$ cat config.mk
export PLATFORM = sky130hd
export DESIGN_NAME = gauss3x3_filter_flat
export DESIGN_NICKNAME = d
export VERILOG_FILES = /design/src/rtl/gauss3x3_filter_if.sv /design/src/rtl/gauss3x3_filter.sv /design/src/flat_wrapper.sv
export SDC_FILE = /design/constraint.sdc
export NUM_CORES = 1
export LEC_CHECK = 0
export ABC_AREA = 1
export BUFFER_PORTS_ARGS = -buffer_cell sky130_fd_sc_hd__buf_2
export CORE_MARGIN = 4
export CORE_UTILIZATION = 40
export CTS_CLUSTER_SIZE = 30
export DETAILED_ROUTE_END_ITERATION = 6
export GPL_TIMING_DRIVEN = 0
export HOLD_SLACK_MARGIN = 0.12
export PLACE_DENSITY = 0.61
export SYNTH_ARGS = -nofsm -noshare
export SYNTH_HDL_FRONTEND = slang
export SYNTH_SLANG_ARGS = --single-unit
$ cat constraint.sdc
create_clock -name clk_in -period 6.3 [get_ports clk_in]
set_clock_uncertainty 0.15 [all_clocks]
set_input_delay 1.89 -clock clk_in [delete_from_list [all_inputs] [get_ports clk_in]]
set_output_delay 1.89 -clock clk_in [all_outputs]
set_load 0.1 [all_outputs]
$ cat src/rtl/gauss3x3_filter_if.sv
// Column-slice streaming bus for the 3x3 Gaussian filter.
// The source drives the pixel triples; the filter drives the blurred pixels.
interface gauss3x3_filter_if;
  logic [10:0]      hcount_in;
  logic [9:0]       vcount_in;
  logic [2:0][15:0] pixels_in;
  logic             data_valid_in;
  logic [15:0]      pixel_data_out;
  logic [10:0]      hcount_out;
  logic [9:0]       vcount_out;
  logic             data_valid_out;

  modport master (
    output hcount_in, vcount_in,
    output pixels_in, data_valid_in,
    input  pixel_data_out, hcount_out,
    input  vcount_out, data_valid_out
  );

  modport slave (
    input  hcount_in, vcount_in,
    input  pixels_in, data_valid_in,
    output pixel_data_out, hcount_out,
    output vcount_out, data_valid_out
  );
endinterface

$ cat src/rtl/gauss3x3_filter.sv
// 3x3 Gaussian blur ([1 2 1;2 4 2;1 2 1]/16) on RGB565 column slices.
// Edge pixels are replicated; a row-end flush emits the last column.
module gauss3x3_filter #(
  parameter int HRES = 1280,
  parameter int VRES = 720
) (
  input  logic clk_in,
  input  logic rst_in,
  gauss3x3_filter_if.slave bus
);
  typedef logic [2:0][15:0] col_t;
  typedef enum logic [1:0] {IDLE, IN_ROW, FLUSH} state_t;

  localparam logic [10:0] HLAST = 11'(HRES - 1);
  localparam logic [9:0]  VLAST = 10'(VRES - 1);

  state_t      r_state;
  col_t        r_c0, r_c1, r_c2;
  col_t        r_fl_l, r_fl_c;
  logic        r_pv, r_fv;
  logic [10:0] r_ph;
  logic [9:0]  r_pvc, r_rowv, r_fvc;
  logic [15:0] r_pix;
  logic [10:0] r_hout;
  logic [9:0]  r_vout;
  logic        r_vld;

  col_t        w_col;
  col_t        w_l, w_c, w_r;
  logic        w_first, w_load, w_emit;
  logic [15:0] w_blur;

  function automatic logic [15:0] blur(
    input col_t l, input col_t c, input col_t r
  );
    col_t        w [3];
    logic [8:0]  sr, sb;
    logic [9:0]  sg;
    logic [31:0] wt;
    w[0] = l;
    w[1] = c;
    w[2] = r;
    sr = 9'd8;
    sg = 10'd8;
    sb = 9'd8;
    for (int k = 0; k < 3; k++) begin
      for (int j = 0; j < 3; j++) begin
        wt = ((k == 1) ? 32'd2 : 32'd1)
           * ((j == 1) ? 32'd2 : 32'd1);
        sr = sr + 9'(wt * {27'd0, w[k][j][15:11]});
        sg = sg + 10'(wt * {26'd0, w[k][j][10:5]});
        sb = sb + 9'(wt * {27'd0, w[k][j][4:0]});
      end
    end
    return {sr[8:4], sg[9:4], sb[8:4]};
  endfunction

  // Top/bottom frame rows reuse the centre pixel for the missing neighbour.
  always_comb begin
    w_col    = bus.pixels_in;
    if (bus.vcount_in == 10'd0)
      w_col[0] = bus.pixels_in[1];
    if (bus.vcount_in == VLAST)
      w_col[2] = bus.pixels_in[1];
  end

  assign w_first = bus.data_valid_in
                && (bus.hcount_in == 11'd0);

  always_comb begin
    w_load = 1'b0;
    w_emit = 1'b0;
    unique case (1'b1)
      r_state == IN_ROW: begin
        w_load = bus.data_valid_in;
        w_emit = bus.data_valid_in
              && (bus.hcount_in != 11'd0);
      end
      default: w_load = w_first;
    endcase
  end

  // Flush reuses the saved row end: left=H-2, centre=right=H-1.
  always_comb begin
    w_l = r_c0;
    w_c = r_c1;
    w_r = r_c2;
    if (r_fv) begin
      w_l = r_fl_l;
      w_c = r_fl_c;
      w_r = r_fl_c;
    end
  end

  assign w_blur = blur(w_l, w_c, w_r);

  always_ff @(posedge clk_in or negedge rst_in) begin
    if (!rst_in) begin
      r_state <= IDLE;
      r_c0    <= '0;
      r_c1    <= '0;
      r_c2    <= '0;
      r_fl_l  <= '0;
      r_fl_c  <= '0;
      r_pv    <= 1'b0;
      r_fv    <= 1'b0;
      r_ph    <= '0;
      r_pvc   <= '0;
      r_rowv  <= '0;
      r_fvc   <= '0;
      r_pix   <= '0;
      r_hout  <= '0;
      r_vout  <= '0;
      r_vld   <= 1'b0;
    end else begin
      if (w_load) begin
        r_c0   <= r_c1;
        r_c1   <= (bus.hcount_in == 11'd0) ? w_col : r_c2;
        r_c2   <= w_col;
        r_rowv <= bus.vcount_in;
      end
      r_pv <= w_emit;
      if (w_emit) begin
        r_ph  <= bus.hcount_in - 11'd1;
        r_pvc <= bus.vcount_in;
      end
      r_fv <= (r_state == FLUSH);
      if (r_state == FLUSH) begin
        r_fl_l <= r_c1;
        r_fl_c <= r_c2;
        r_fvc  <= r_rowv;
      end
      r_vld <= r_pv | r_fv;
      unique case (1'b1)
        r_fv: begin
          r_pix  <= w_blur;
          r_hout <= HLAST;
          r_vout <= r_fvc;
        end
        r_pv: begin
          r_pix  <= w_blur;
          r_hout <= r_ph;
          r_vout <= r_pvc;
        end
        default: ;
      endcase
      case (r_state)
        IDLE:
          if (w_first) r_state <= IN_ROW;
        IN_ROW:
          if (bus.data_valid_in
              && bus.hcount_in == HLAST)
            r_state <= FLUSH;
        FLUSH:
          r_state <= w_first ? IN_ROW : IDLE;
        default: r_state <= IDLE;
      endcase
    end
  end

  assign bus.pixel_data_out = r_pix;
  assign bus.hcount_out     = r_hout;
  assign bus.vcount_out     = r_vout;
  assign bus.data_valid_out = r_vld;
endmodule

$ cat src/flat_wrapper.sv
// flat-port wrapper written by rule: the top's interface ports become plain ports
module gauss3x3_filter_flat 
#(
  parameter int HRES = 1280,
  parameter int VRES = 720
)
  (clk_in, rst_in, bus_hcount_in, bus_vcount_in, bus_pixels_in, bus_data_valid_in, bus_pixel_data_out, bus_hcount_out, bus_vcount_out, bus_data_valid_out);
  gauss3x3_filter_if bus_i ();
  input  logic clk_in;
  input  logic rst_in;
  input wire logic [$bits(bus_i.hcount_in)-1:0] bus_hcount_in;
  input wire logic [$bits(bus_i.vcount_in)-1:0] bus_vcount_in;
  input wire logic [$bits(bus_i.pixels_in)-1:0] bus_pixels_in;
  input wire logic [$bits(bus_i.data_valid_in)-1:0] bus_data_valid_in;
  output wire logic [$bits(bus_i.pixel_data_out)-1:0] bus_pixel_data_out;
  output wire logic [$bits(bus_i.hcount_out)-1:0] bus_hcount_out;
  output wire logic [$bits(bus_i.vcount_out)-1:0] bus_vcount_out;
  output wire logic [$bits(bus_i.data_valid_out)-1:0] bus_data_valid_out;
  assign bus_i.hcount_in = bus_hcount_in;
  assign bus_i.vcount_in = bus_vcount_in;
  assign bus_i.pixels_in = bus_pixels_in;
  assign bus_i.data_valid_in = bus_data_valid_in;
  assign bus_pixel_data_out = bus_i.pixel_data_out;
  assign bus_hcount_out = bus_i.hcount_out;
  assign bus_vcount_out = bus_i.vcount_out;
  assign bus_data_valid_out = bus_i.data_valid_out;
  gauss3x3_filter #(.HRES(HRES), .VRES(VRES)) u_core (.clk_in(clk_in), .rst_in(rst_in), .bus(bus_i));
endmodule
==> results.md <==
Clocking
• **largest buffer count on any clock path** 3
• **Root Driver** sky130_fd_sc_hd__clkbuf_16
• **post-cts repair resize count** 0
• **clk sink count** 323
• **CTS tree** built
• **CTS buffer count** 36
• **insertion delay to the later sink of the worst-skew pair** 540 ps
• **buffers inserted during post-CTS setup optimization** 0
• **clock-pin slew of the registers on the worst-case setup and hold paths** 60 ps
• **# H-tree levels** 2
• **CTS Hold Buffers Added** 0

Cells and area
• **Storage cell area** 8080 sq um
• **most frequent cells in the layout** 594 x sky130_fd_sc_hd__nand2_1, 323 x sky130_fd_sc_hd__dfrtp_1, 304 x sky130_fd_sc_hd__inv_1
• **Layout Nets** 2496
• **Layout Utilization** 46.4%
• **fraction of final layout cells sized beyond drive strength 1** 10.0%
• **area of the multi-input gates** 8240 sq um
• **final cell count without fillers** 2905
• **most common cell after layout, fill and taps aside** sky130_fd_sc_hd__nand2_1
• **fill cell total of the finished layout** 4324
• **Post-Layout Inst Area** 20600 sq um
• **layout overhead on the synthesized area** 14.1%

Critical path
• **peak fanout along the critical path** 10
• **critical path class** flip-flop to flip-flop
• **Worst Setup Start Kind** flip-flop
• **CP required** 6570 ps
• **Crit path arrival time** 6230 ps
• **endpoint class of the critical path** flip-flop

Die
• **starting utilization of the core area** 40.6%
• **I/O pin total** 110
• **Die Span Y** 220 microns
• **chip width** 220 microns
• **core outline area** 44400 sq um
• **row count** 77
• **full die area** 48600 sq um

Run status
• **run status** complete, no violations

Synthesis
• **synthesis-stage register bit count** 323
• **Yosys Warn Count** 0
• **async set or reset register ratio after synthesis** 100%
• **most used flip-flop cell after synthesis** sky130_fd_sc_hd__dfrtp_1
• **combinational family with the most area after synthesis** simple AND/OR/NAND/NOR gates
• **fraction of post-synthesis cell area in the top cell type by area** 44.8%
• **library cell with the largest summed area after synthesis** sky130_fd_sc_hd__dfrtp_1
• **post-synthesis adder-cell area fraction** 13.8%
• **number of standard cells after synthesis** 2137
• **sequential-to-total area share from yosys stat** 44.8%
• **multiplexer fraction of the synthesized cell area** 0%
• **fraction of synthesized cell area in xor and xnor cells** 0.485%
• **Post-Synthesis Mean Instance Area** 8.45 sq um
• **leading post-synthesis cells by cell area** sky130_fd_sc_hd__dfrtp_1 45%, sky130_fd_sc_hd__nand2_1 12%, sky130_fd_sc_hd__fa_1 11%, sky130_fd_sc_hd__o21ai_0 8.2%, sky130_fd_sc_hd__inv_1 6.3%
• **number of enable-type register cells in the synthesized netlist** 0
• **share of the synthesized area in compound gates (AO/OA/AOI/OAI)** 14.2%
• **area share of and/or/nand/nor cells after synthesis** 17.2%
• **number of distinct library cells after synthesis** 35
• **Netlist Area Pre-Place** 18100 sq um
• **number of nets produced by synthesis** 2346

Pwr
• **Worst IR Drop VDD** 446 uV
• **Power per Cell Area** 471 nW/um^2
• **static power due to leakage** 10.1 nW

STA
• **count of endpoints failing hold in the final timing report** 0
• **RSZ-0062 raised after global routing** no
• **Slew Viols, Final** 0
• **number of setup violations in the final report** 0
• **Worst Max-Slew Pin Slew** 1100 ps
• **final critical delay including setup and external delays** 5960 ps
• **peak clock frequency supported by timing** 168 MHz
• **Hold Worst Slack** 324 ps
• **period utilisation layout** 94.6%
• **final setup slack of the worst path** 341 ps
• **Relative slew margins** 27.0%

Routing
• **routed wire length per instance** 21.4 microns
• **remaining antenna violation count after routing** 0
• **Total Wirelength** 62200 microns
• **number of vias after detailed routing** 15500
• **length of the first detailed-routing pass in iterations** 6
• **vias per cell** 5.33
• **DRT iter0 DRCs** 1730
• **DRC violation count after routing** 0

Place
• **Post-Place Setup Slack** 377 ps
• **Placed Instances** 2841
• **half-perimeter wire length after placement** 45500 microns
• **final RePlAce weighted congestion** 0.949
• **cell area after placement** 19400 sq um
• **IO Port Bufs** 109

Global route
• **initial antenna violation count** 0
• **first-pass GRT wire length** 94000 microns
• **aggregate global-route resource usage** 25.9%
• **via count of the first global-routing pass** 15100
• **total gr overflow** 0
• **pin count of the biggest net entering global routing** 102

Run
• **max_cap viols** 0

Worst hold path
• **Hold Crit Class** flip-flop to flip-flop

[metrics by stage]
stage | setup TNS [ps] | power (mW)
after global placement | -1010250 | 7.45
after detailed placement | 0 | 7.59
after floorplan | 0 | 6.35
after CTS | 0 | 9.71
after global routing | 0 | 10.6
final | 0 | 9.70
[worst paths after layout]
kind,start,slack (ps),to,depth (start not counted)
setup / recovery,u_core.r_fv$_DFF_PN0_,340,u_core.bus.pixel_data_out[10]$_DFFE_PN0P_,20
hold / removal,u_core.r_state[1]$_DFFE_PN0P_,320,u_core.r_state[1]$_DFFE_PN0P_,1
setup reg to reg,u_core.r_fv$_DFF_PN0_,340,u_core.bus.pixel_data_out[10]$_DFFE_PN0P_,20
hold reg to reg,u_core.r_state[1]$_DFFE_PN0P_,320,u_core.r_state[1]$_DFFE_PN0P_,1
max in group asynchronous,rst_in,3620,u_core.bus.pixel_data_out[8]$_DFFE_PN0P_,3
min in group asynchronous,rst_in,1120,u_core.r_pvc[0]$_DFFE_PN0P_,1
[cell type report]
cell class	count	share of cell area, %
Inverter	309	5.63
Multi-Input combinational cell	1400	40.0
Tap cell	592	3.60
Buffer	105	2.76
Clock inverter	12	0.474
Antenna cell	1	0.0121
Clock buffer	51	5.19
Sequential cell	323	39.2
Timing Repair Buffer	112	3.10
[state kept, by name, summed over array words and instances, names as in the netlist]
register / flops
u_core.r_c2: 48
u_core.bus.data_valid_out: 1
u_core.r_fvc: 10
u_core.bus.vcount_out: 10
u_core.bus.hcount_out: 11
u_core.r_ph: 11
u_core.r_fl_c: 48
u_core.r_pv: 1
u_core.r_fl_l: 48
u_core.r_fv: 1
u_core.bus.pixel_data_out: 16
u_core.r_rowv: 10
u_core.r_pvc: 10
u_core.r_c1: 48
u_core.r_c0: 48
u_core.r_state: 2
[synthesized netlist by cell type (2+ instances only)]
cell,n
sky130_fd_sc_hd__buf_2,20
sky130_fd_sc_hd__o21bai_1,11
sky130_fd_sc_hd__nand4_1,17
sky130_fd_sc_hd__xnor2_1,5
sky130_fd_sc_hd__or2_2,3
sky130_fd_sc_hd__buf_6,14
sky130_fd_sc_hd__nand2_1,594
sky130_fd_sc_hd__nor3_1,12
sky130_fd_sc_hd__nand3_1,72
sky130_fd_sc_hd__clkbuf_1,59
sky130_fd_sc_hd__a31oi_1,2
sky130_fd_sc_hd__nand3_2,2
sky130_fd_sc_hd__buf_1,2
sky130_fd_sc_hd__a21oi_1,51
sky130_fd_sc_hd__buf_4,9
sky130_fd_sc_hd__o22ai_1,10
sky130_fd_sc_hd__nor2_2,5
sky130_fd_sc_hd__nand2_4,2
sky130_fd_sc_hd__ha_1,34
sky130_fd_sc_hd__xor2_1,5
sky130_fd_sc_hd__a21o_1,3
sky130_fd_sc_hd__inv_2,3
sky130_fd_sc_hd__inv_1,304
sky130_fd_sc_hd__o21ai_1,88
sky130_fd_sc_hd__o21ai_0,294
sky130_fd_sc_hd__o22a_1,7
sky130_fd_sc_hd__dfrtp_1,323
sky130_fd_sc_hd__nor2_1,55
sky130_fd_sc_hd__o21a_1,20
sky130_fd_sc_hd__fa_1,103
sky130_fd_sc_hd__clkinv_1,2
sky130_fd_sc_hd__nor2_4,3
[critical path, cell delays in order (launching register included)]
cell and delay [ps]:
sky130_fd_sc_hd__dfrtp_1 400, sky130_fd_sc_hd__buf_2 230, sky130_fd_sc_hd__inv_1 140, sky130_fd_sc_hd__buf_2 270
sky130_fd_sc_hd__clkbuf_1 740, sky130_fd_sc_hd__a21oi_1 270, sky130_fd_sc_hd__fa_1 610, sky130_fd_sc_hd__inv_1 60
sky130_fd_sc_hd__fa_1 450, sky130_fd_sc_hd__fa_1 490, sky130_fd_sc_hd__fa_1 540, sky130_fd_sc_hd__inv_1 40
sky130_fd_sc_hd__nor2_1 170, sky130_fd_sc_hd__nand2_1 100, sky130_fd_sc_hd__fa_1 410, sky130_fd_sc_hd__o21ai_0 370
sky130_fd_sc_hd__nand2_1 140, sky130_fd_sc_hd__nand2_1 80, sky130_fd_sc_hd__nand2_1 40, sky130_fd_sc_hd__nand3_1 60
sky130_fd_sc_hd__nand2_1 60
[where the power goes]
part / internal [mW] / leakage [nW] / switching, mW
logic: 1.90 / 5.66 / 3.24
clock network: 1.22 / 0.577 / 0.888
registers: 2.32 / 3.89 / 0.134
[metal layers]
layer	part of all wire [%]	track usage (%)	vias to the layer above	wire [microns]
li1	-	-	7067	-
met1	43	37.2	7585	26800
met2	44	39.7	712	27500
met3	9.2	5.40	124	5700
met4	3.4	8.46	0	2110
met5	0	0	-	0
[logic make-up after synthesis]
family	count (synthesis)
flops	323
compound gates	487
xor+xnor	10
buf+inv	414
fa+ha+maj	137
simple gates	766
(Power assumes the default switching activity.)
